File: src/rtl/bubble_pkg.sv
// bubble_pkg: shared FSM encoding, SPI command, access codes and geometry for the bubble SPI loader.
//   Types     : state_t (loader FSM states)
//   Constants : SPI_READ_CMD, ACC_BOOT/ACC_USER (outbuffer ACCTYPE codes), BOOT_POS, PAGE_POS, USER_ORG
//   Function  : bit_span(pos, w4) -> buffer bits covered by pos positions at the given module width
package bubble_pkg;

    typedef enum logic [2:0] {
        ST_IDLE,
        ST_CMD,
        ST_ADDR,
        ST_DATA,
        ST_HOLD
    } state_t;

    localparam logic [7:0] SPI_READ_CMD = 8'h03;
    localparam logic [2:0] ACC_BOOT     = 3'b110;
    localparam logic [2:0] ACC_USER     = 3'b111;
    localparam int         BOOT_POS     = 1927;
    localparam int         PAGE_POS     = 584;
    localparam int         USER_ORG     = 7168;

    // Positions map to 2 or 4 consecutive bits depending on module width.
    function automatic logic [14:0] bit_span(input int pos, input logic w4);
        return w4 ? 15'(pos * 4) : 15'(pos * 2);
    endfunction

endpackage

File: src/rtl/spi_sck_gen.sv
// spi_sck_gen: SPI mode-0 clock divider producing SCK and one-cycle rise/fall ticks.
//   MCLK   in  system clock
//   nRESET in  async active-low reset
//   en     in  run SCK; when low SCK is forced low and the divider restarts
//   rise   out high in the MCLK cycle whose closing edge raises SCK
//   fall   out high in the MCLK cycle whose closing edge lowers SCK
//   sck    out SCK level, idle low
module spi_sck_gen #(
    parameter int SCK_HALF = 2
) (
    input  logic MCLK,
    input  logic nRESET,
    input  logic en,
    output logic rise,
    output logic fall,
    output logic sck
);

    logic [7:0] cnt;
    logic       tc;

    assign tc   = en && cnt == 8'(SCK_HALF - 1);
    assign rise = tc && !sck;
    assign fall = tc && sck;

    always_ff @(posedge MCLK or negedge nRESET) begin
        if (!nRESET) begin
            cnt <= '0;
            sck <= 1'b0;
        end else if (!en) begin
            cnt <= '0;
            sck <= 1'b0;
        end else begin
            cnt <= tc ? '0 : cnt + 8'd1;
            sck <= sck ^ tc;
        end
    end

endmodule

File: src/rtl/bubble_spi_loader.sv
// bubble_spi_loader: reads boot image or a user page from SPI NOR flash (READ 0x03, mode 0)
// and streams each bit into the bubble outbuffer write port.
//   MCLK, nRESET          clock, async active-low reset
//   BITWIDTH4             0 = 2-bit module, 1 = 4-bit module (sampled with LOADSTART)
//   LOADSTART/LOADTYPE    request pulse; 0 = boot image, 1 = user page
//   PAGENUM[10:0]         user page number
//   LOADBUSY, LOADDONE    busy level, one-cycle completion pulse
//   nCS, SCK, MOSI, MISO  SPI flash interface
//   nOUTBUFWRCLKEN        active-low one-cycle write strobe
//   OUTBUFWRADDR[14:0]    bit-sequential buffer address
//   OUTBUFWRDATA          write data
module bubble_spi_loader import bubble_pkg::*; #(
    parameter int          SCK_HALF    = 2,
    parameter logic [23:0] BOOT_BASE   = 24'h000000,
    parameter logic [23:0] PAGE_BASE   = 24'h010000,
    parameter int          PAGE_STRIDE = 256,
    parameter int          BOOT_POS    = bubble_pkg::BOOT_POS,
    parameter int          PAGE_POS    = bubble_pkg::PAGE_POS,
    parameter int          USER_ORG    = bubble_pkg::USER_ORG,
    parameter int          CS_HOLD     = 4
) (
    input  logic        MCLK,
    input  logic        nRESET,
    input  logic        BITWIDTH4,
    input  logic        LOADSTART,
    input  logic        LOADTYPE,
    input  logic [10:0] PAGENUM,
    output logic        LOADBUSY,
    output logic        LOADDONE,
    output logic        nCS,
    output logic        SCK,
    output logic        MOSI,
    input  logic        MISO,
    output logic        nOUTBUFWRCLKEN,
    output logic [14:0] OUTBUFWRADDR,
    output logic        OUTBUFWRDATA
);

    state_t      state;
    logic        sck_en, sck_rise, sck_fall;
    logic [14:0] cnt, n_bits, base;
    logic [31:0] sr;
    logic [7:0]  hold_cnt;
    logic [23:0] page_addr;

    assign page_addr = 24'(PAGE_BASE + 32'(PAGENUM) * PAGE_STRIDE);
    assign sck_en    = state == ST_CMD || state == ST_ADDR || state == ST_DATA;

    spi_sck_gen #(.SCK_HALF(SCK_HALF)) u_sck (
        .MCLK   (MCLK),
        .nRESET (nRESET),
        .en     (sck_en),
        .rise   (sck_rise),
        .fall   (sck_fall),
        .sck    (SCK)
    );

    always_ff @(posedge MCLK or negedge nRESET) begin
        if (!nRESET) begin
            state          <= ST_IDLE;
            nCS            <= 1'b1;
            MOSI           <= 1'b0;
            nOUTBUFWRCLKEN <= 1'b1;
            OUTBUFWRADDR   <= '0;
            OUTBUFWRDATA   <= 1'b0;
            LOADBUSY       <= 1'b0;
            LOADDONE       <= 1'b0;
            cnt            <= '0;
            n_bits         <= '0;
            base           <= '0;
            sr             <= '0;
            hold_cnt       <= '0;
        end else begin
            nOUTBUFWRCLKEN <= 1'b1;
            LOADDONE       <= 1'b0;
            // Command/address shift out on falling SCK; zeros follow, keeping MOSI low in DATA.
            if (sck_fall) begin
                MOSI <= sr[30];
                sr   <= {sr[30:0], 1'b0};
            end
            case (state)
                ST_IDLE: if (LOADSTART) begin
                    n_bits   <= bit_span(LOADTYPE ? PAGE_POS : BOOT_POS, BITWIDTH4);
                    base     <= LOADTYPE ? bit_span(USER_ORG, BITWIDTH4) : '0;
                    sr       <= {SPI_READ_CMD, LOADTYPE ? page_addr : BOOT_BASE};
                    MOSI     <= SPI_READ_CMD[7];
                    cnt      <= '0;
                    nCS      <= 1'b0;
                    LOADBUSY <= 1'b1;
                    state    <= ST_CMD;
                end
                ST_CMD: if (sck_rise) begin
                    cnt <= cnt + 15'd1;
                    if (cnt == 15'd7) state <= ST_ADDR;
                end
                ST_ADDR: if (sck_rise) begin
                    cnt <= cnt == 15'd31 ? '0 : cnt + 15'd1;
                    if (cnt == 15'd31) state <= ST_DATA;
                end
                ST_DATA: if (sck_rise) begin
                    nOUTBUFWRCLKEN <= 1'b0;
                    OUTBUFWRDATA   <= MISO;
                    OUTBUFWRADDR   <= base + cnt;
                    cnt            <= cnt + 15'd1;
                    if (cnt == n_bits - 15'd1) begin
                        state    <= ST_HOLD;
                        hold_cnt <= '0;
                    end
                end
                ST_HOLD: begin
                    // Leaving DATA stops the divider, so SCK drops as nCS rises.
                    nCS      <= 1'b1;
                    hold_cnt <= hold_cnt + 8'd1;
                    if (hold_cnt == 8'(CS_HOLD)) begin
                        state    <= ST_IDLE;
                        LOADBUSY <= 1'b0;
                        LOADDONE <= 1'b1;
                    end
                end
                default: state <= ST_IDLE;
            endcase
        end
    end

endmodule
File: config.mk
export PLATFORM = sky130hd
export DESIGN_NAME = bubble_spi_loader
export DESIGN_NICKNAME = d
export VERILOG_FILES = /design/src/rtl/bubble_pkg.sv /design/src/rtl/spi_sck_gen.sv /design/src/rtl/bubble_spi_loader.sv
export SDC_FILE = /design/constraint.sdc
export NUM_CORES = 1
export LEC_CHECK = 0
export CAP_MARGIN = 30
export CORE_MARGIN = 2
export CORE_UTILIZATION = 50
export CTS_BUF_LIST = sky130_fd_sc_hd__clkbuf_8
export CTS_CLUSTER_DIAMETER = 40
export DETAILED_ROUTE_END_ITERATION = 8
export HOLD_SLACK_MARGIN = 0.08
export MAX_ROUTING_LAYER = met4
export PLACE_DENSITY = 0.78
export RECOVER_POWER = 100
export SYNTH_ARGS = -nofsm -noshare
export SYNTH_HDL_FRONTEND = slang
export SYNTH_SLANG_ARGS = --single-unit
File: constraint.sdc
create_clock -name MCLK -period 3.3 [get_ports MCLK]
set_clock_uncertainty 0.1 [all_clocks]
set_input_delay 0.66 -clock MCLK [delete_from_list [all_inputs] [get_ports MCLK]]
set_output_delay 0.66 -clock MCLK [all_outputs]
set_load 0.01 [all_outputs]
-- After elaboration in Yosys (flattened, before gate mapping)
Index checks and enable logic that the tools add are counted.
Widths: inputs -> output; s select.
- $add $sub $neg: 6
- equality and inequality tests: 18
- muxes and demuxes: 40
- bitwise logic cells: 1
- reduce and logical (&&, ||, !) cells: 18
- operator list (kind ; number):
    $mux 32 ; 3
    $mux 15 ; 6
    $pmux 15 s3 ; 1
    $mux 8 ; 4
    $mux 3 ; 8
    $add 17x19->20 const A ; 1
    $mux 20 ; 1
    $add 8x1->8 const B ; 2
    $pmux 8 s2 ; 1
    $add 15x1->15 const B ; 1
    $add 15x15->15 ; 1
    $eq 15x15->1 ; 1
    $eq 15x3->1 const B ; 1
    $eq 15x5->1 const B ; 1
    $pmux 3 s5 ; 1
    $sub 15x1->15 const B ; 1
    $mux 13 ; 1
    $mux 1 ; 11
    $mux 11 ; 1
    $ne 2x2->1 const B ; 5
    $eq 8x1->1 const B ; 1
    $eq 8x3->1 const B ; 1
    $ne 2x1->1 const B ; 4
    $reduce_and 8->1 ; 1
    15 further kinds ; 24
- bits in registers: 118
- input bits: 17
- output and inout bits: 22
- logic and storage cells: 98

-- Logic depth before layout (Yosys ltp)
- word-level depth: 8
- depth in mapped cells: 13
- mapped depth without buffers: 12

-- Modules after synthesis
A second synthesis with hierarchy kept.
- cells, all modules: 493
- area total of the unflattened synthesis: 5044.8 µm²
- modules (own cells, without submodules) (module ; times used ; cells each ; area each (µm²) ; seq. area each (µm²)):
    bubble_spi_loader ; 1 ; 450 ; 4581.9 ; 2204.6
    spi_sck_gen ; 1 ; 43 ; 462.9 ; 225.2

-- Least setup slack after synthesis
Ideal clock, no wire load.
- kind: flip-flop to flip-flop
- start: register u_sck.cnt[1]
- end: register cnt[12]
- setup time: 0.121 ns
- arrival time: 2.323 ns
- data required time: 3.079 ns
- path slack: 0.756 ns
- stages on the path, launching flop included: 13
- path buffers: 0
- clock period less this slack: 2.544 ns
- cells stage by stage: dfrtp_1 > inv_1 > ha_1 > nor4b_1 > nand2_1 > nor3_1 > ha_1 > o21a_1 > o21ai_1 > nor4_1 > nand3_1 > xnor2_1 > nor2_1
- longest elaborated chain between the ends: 5
- elaborated cells on any way between the ends: 6
- classes of those cells: eq/ne: 3; reduce/logical: 3
- RTL lines (element ; line ; RTL):
    start: declaration ; spi_sck_gen.sv:19 ; logic [7:0] cnt;
    start signal: assignment ; spi_sck_gen.sv:34 ; cnt <= tc ? '0 : cnt + 8'd1;
    $eq 8x1->1 * ; spi_sck_gen.sv:22 ; assign tc = en && cnt == 8'(SCK_HALF - 1);
    $logic_and 1x1->1 * ; spi_sck_gen.sv:22 ;
    $logic_and 1x1->1 * ; spi_sck_gen.sv:23 ; assign rise = tc && !sck;
    $ne 2x1->1 (no line) or $ne 2x2->1 (tied branches) ; n/a ;
    $reduce_and 4->1 (no line) * ; n/a ;
    end signal: assignment ; bubble_spi_loader.sv:93 ; cnt <= cnt + 15'd1;
    end signal: assignment ; bubble_spi_loader.sv:97 ; cnt <= cnt == 15'd31 ? '0 : cnt + 15'd1;
    end signal: assignment ; bubble_spi_loader.sv:104 ; cnt <= cnt + 15'd1;
    end: declaration ; bubble_spi_loader.sv:41 ; logic [14:0] cnt, n_bits, base;
Every way passes the cells marked *; elsewhere a longest branch is shown, timed or not.
A chain may end at the register's enable or synchronous reset.

-- Worst setup path after layout
- start: register n_bits[9]
- end: register hold_cnt[0]
- longest elaborated chain between the ends: 4
- RTL lines (element ; line ; RTL):
    start: declaration ; bubble_spi_loader.sv:41 ;
    start signal: assignment ; bubble_spi_loader.sv:83 ; n_bits <= bit_span(LOADTYPE ? PAGE_POS : BOOT_POS, BITWIDTH4);
    $sub 15x1->15 ; bubble_spi_loader.sv:105 ; if (cnt == n_bits - 15'd1) begin
    $eq 15x15->1 ; bubble_spi_loader.sv:105 ;
    $ne 2x1->1 (no line) ; n/a ;
    $reduce_and 3->1 (no line) ; n/a ;
    end signal: assignment ; bubble_spi_loader.sv:113 ; hold_cnt <= hold_cnt + 8'd1;
    end: declaration ; bubble_spi_loader.sv:43 ; logic [7:0] hold_cnt;
No other way between the ends.

==> results.yml <==
detailed_routing:
  first_pass_iters: 4
  wl_per_cell_um: 14.25
  via_per_inst: 5.388
  drc: 0
  drt-total-wl_um: 9293
  ant_nets: 0
  drt_iter0_markers: 171
  vias: 3513
finish:
  areaGrowthSynthToFinish_pct: 14.45
  antenna_cells: 0
  layout-drive-gt1-share_pct: 6.936
  final_nets: 551
  mostFrequentLayoutCell: "dfrtp_1"
  mostFrequentLayoutCells: "dfrtp_1 (95), nor2_1 (53), nand2_1 (49)"
timing:
  finalHoldViolCount: 0
  relSlewSlack_pct: -70.04
  worst_pin_slew_ps: 2551
  rsz0062_at_grt: "false"
  max_freq_mhz: 342.0
  fin_crit_ps: 2924
  setup_tns_ps: 0
  setup_viol: 0
  maxSlewViolCount: 49
  period_share_pct: 88.61
clocking:
  h-tree-depth: 3
  cts-root-buf: "clkbuf_8"
  cts.clk_slew.worst_paths_ps: 100
  cts_tree: "done"
  clock_latency_ps: 360
  ctsResizeCount: 0
  cts_hold_buf: 0
  cts_buffers: 9
  cts.path.max_buffers: 2
  cts.sinks: 97
  cts_setup_buffers: 0
power_and_ir_drop:
  peakVddDrop_v: 0.0003389
  power_density_nw_per_um2: 705.8
  power.leakage_uw: 0.002586
  fin_total_pwr_uw: 3979
floorplanning:
  io_pins: 39
  core_area_um2: 9684
  die_h_um: 103.3
  fp.dieArea_um2: 10660
  start_util_pct: 50.87
  rows: 36
  die_x_um: 103.3
yosys:
  ys_seq_area_share_pct: 49.33
  syn-cell-area_um2: 4926
  synth_area_leader_cell: "dfrtp_1"
  synth_area_leaders: "dfrtp_1 (48%), mux2i_1 (6.3%), ha_1 (4.8%), xor2_1 (4.6%), nor2_1 (4.0%)"
  synth.top_cell.area_share_pct: 48.26
  syn_area_per_cell_um2: 10.16
  ys_seq_elements: 97
  yosys_warnings: 0
  synth_cell_types: 48
  ys.flop_type: "dfrtp_1"
  async_reset_ff_share_pct: 100.0
  synth-edff-count: 0
  syn_inst: 485
  syn_nets: 522
critical_path:
  critPathMaxStageDelay_ps: 540
  crit_path_end_kind: "flop"
  required_ps: 3430
  critical-path-top-delay-family: "simple AND/OR/NAND/NOR gates"
  worstPathArrival_ps: 3050
  crit_slowest_cell: "or4b_1"
  critical_path.startpoint_type: "flop"
  critPathBufInv: 1
  cp_common_cell: "o21ai_0"
  critical_path_class: "flop to flop"
  crit_fanout: 9
  cp_cell_sequence: "inv_1 > ha_1 > or4b_1 > o21ai_0 > xnor2_1 > nand3_2 > nor4_4 > o21ai_0"
status:
  violations: "max-capacitance violations, max-slew violations"
  status: "complete, but fails checks"
hold_path:
  hold_path.class: "flop to flop"
placement:
  dp_hpwl_um: 6633
  routabilityCongestion: 0.9294
  numPortBuffers: 38
grt:
  grt_pass1_wl_um: 16640
  grt_max_degree: 50
  antenna_found_initial: 0
  grt_usage_pct: 20.50
  grt_pass1_vias: 3584
  grt_overflow_total: 0
flow_run:
  max_cap_viol_count: 1
[metal layers]
layer / routed length [um] / global-route usage [%] / vias up
li1: - / - / 1721
met1: 4290 / 26.66 / 1682
met2: 4469 / 32.92 / 87
met3: 326 / 2.755 / 23
met4: 206 / 7.895 / 0
met5: 0 / - / -
[worst reg2reg max path, cell delays in order (launching register included)]
cell and delay (ps):
dfrtp_1 480, inv_1 150, ha_1 270, or4b_1 540
o21ai_0 280, xnor2_1 190, nand3_2 120, nor4_4 490
o21ai_0 180
[synth_stat cells, types with 11 or more instances]
cell / count
nand4_1: 13
xor2_1: 26
clkbuf_1: 20
nor3_1: 11
ha_1: 19
o21ai_0: 20
nand2_1: 49
nor2_1: 53
nand3_1: 26
mux2i_1: 31
xnor2_1: 15
inv_1: 13
dfrtp_1: 95
o21ai_1: 14
[flip-flops by register name, summed over array words and instances, names as in the netlist]
name,cells
LOADBUSY,1
sr,31
state,3
nOUTBUFWRCLKEN,1
LOADDONE,1
MOSI,1
n_bits,9
cnt,15
OUTBUFWRADDR,15
hold_cnt,8
base,1
OUTBUFWRDATA,1
u_sck.sck,1
u_sck.cnt,8
nCS,1
[power by group]
part           total (uW)  switching (uW)  internal [uW]
Clock                 928             418            510
Combinational        1270             697            569
Sequential           1790             310           1480
Total                3980            1420           2550
[logic make-up (layout without fill, tap and decap cells)]
group,Yosys count,in the layout,synth area share [%]
DFF,97,97,49.33
buffers and inverters,42,76,3.632
AOI/OAI and AO/OA,55,55,6.299
xor gates and xnor gates,41,41,7.290
adders and majority gates,20,20,5.232
and+or+nand+nor,188,188,19.41
muxes,42,42,8.814
[cell type report]
class	instances	area, um^2
fillers	803	4046
multi-input cells	346	2313
clock inverters	7	121.4
flip-flops and latches	97	2430
clock buffers	9	123.9
inverters	14	52.55
well taps	133	166.4
repair buffers	46	430.4
[path summary, 6_finish.rpt]
path / from / endpoint / slack [ps] / depth (start not counted)
max: n_bits[9] / hold_cnt[0] / 380 / 8
min: nCS / nCS / 370 / 2
max reg2reg: n_bits[9] / hold_cnt[0] / 380 / 8
min reg2reg: nCS / nCS / 370 / 2
max in group asynchronous: nRESET / base[13] / 670 / 1
min in group asynchronous: nRESET / OUTBUFWRADDR[5] / 980 / 1
[stage by stage]
stage	hold slack [ps]	cell area (um^2)	worst slack, ps	instances	util [%]
floorplan	264.4	4926	755.6	485	-
global placement	348.8	5419	502.9	636	55.96
detailed placement	359.0	5419	415.7	636	55.96
CTS	209.0	5664	399.3	652	58.49
global route	398.7	5638	89.15	652	58.22
finish	366.5	5638	376.0	652	58.22
Power figures use the tool's default switching activity.
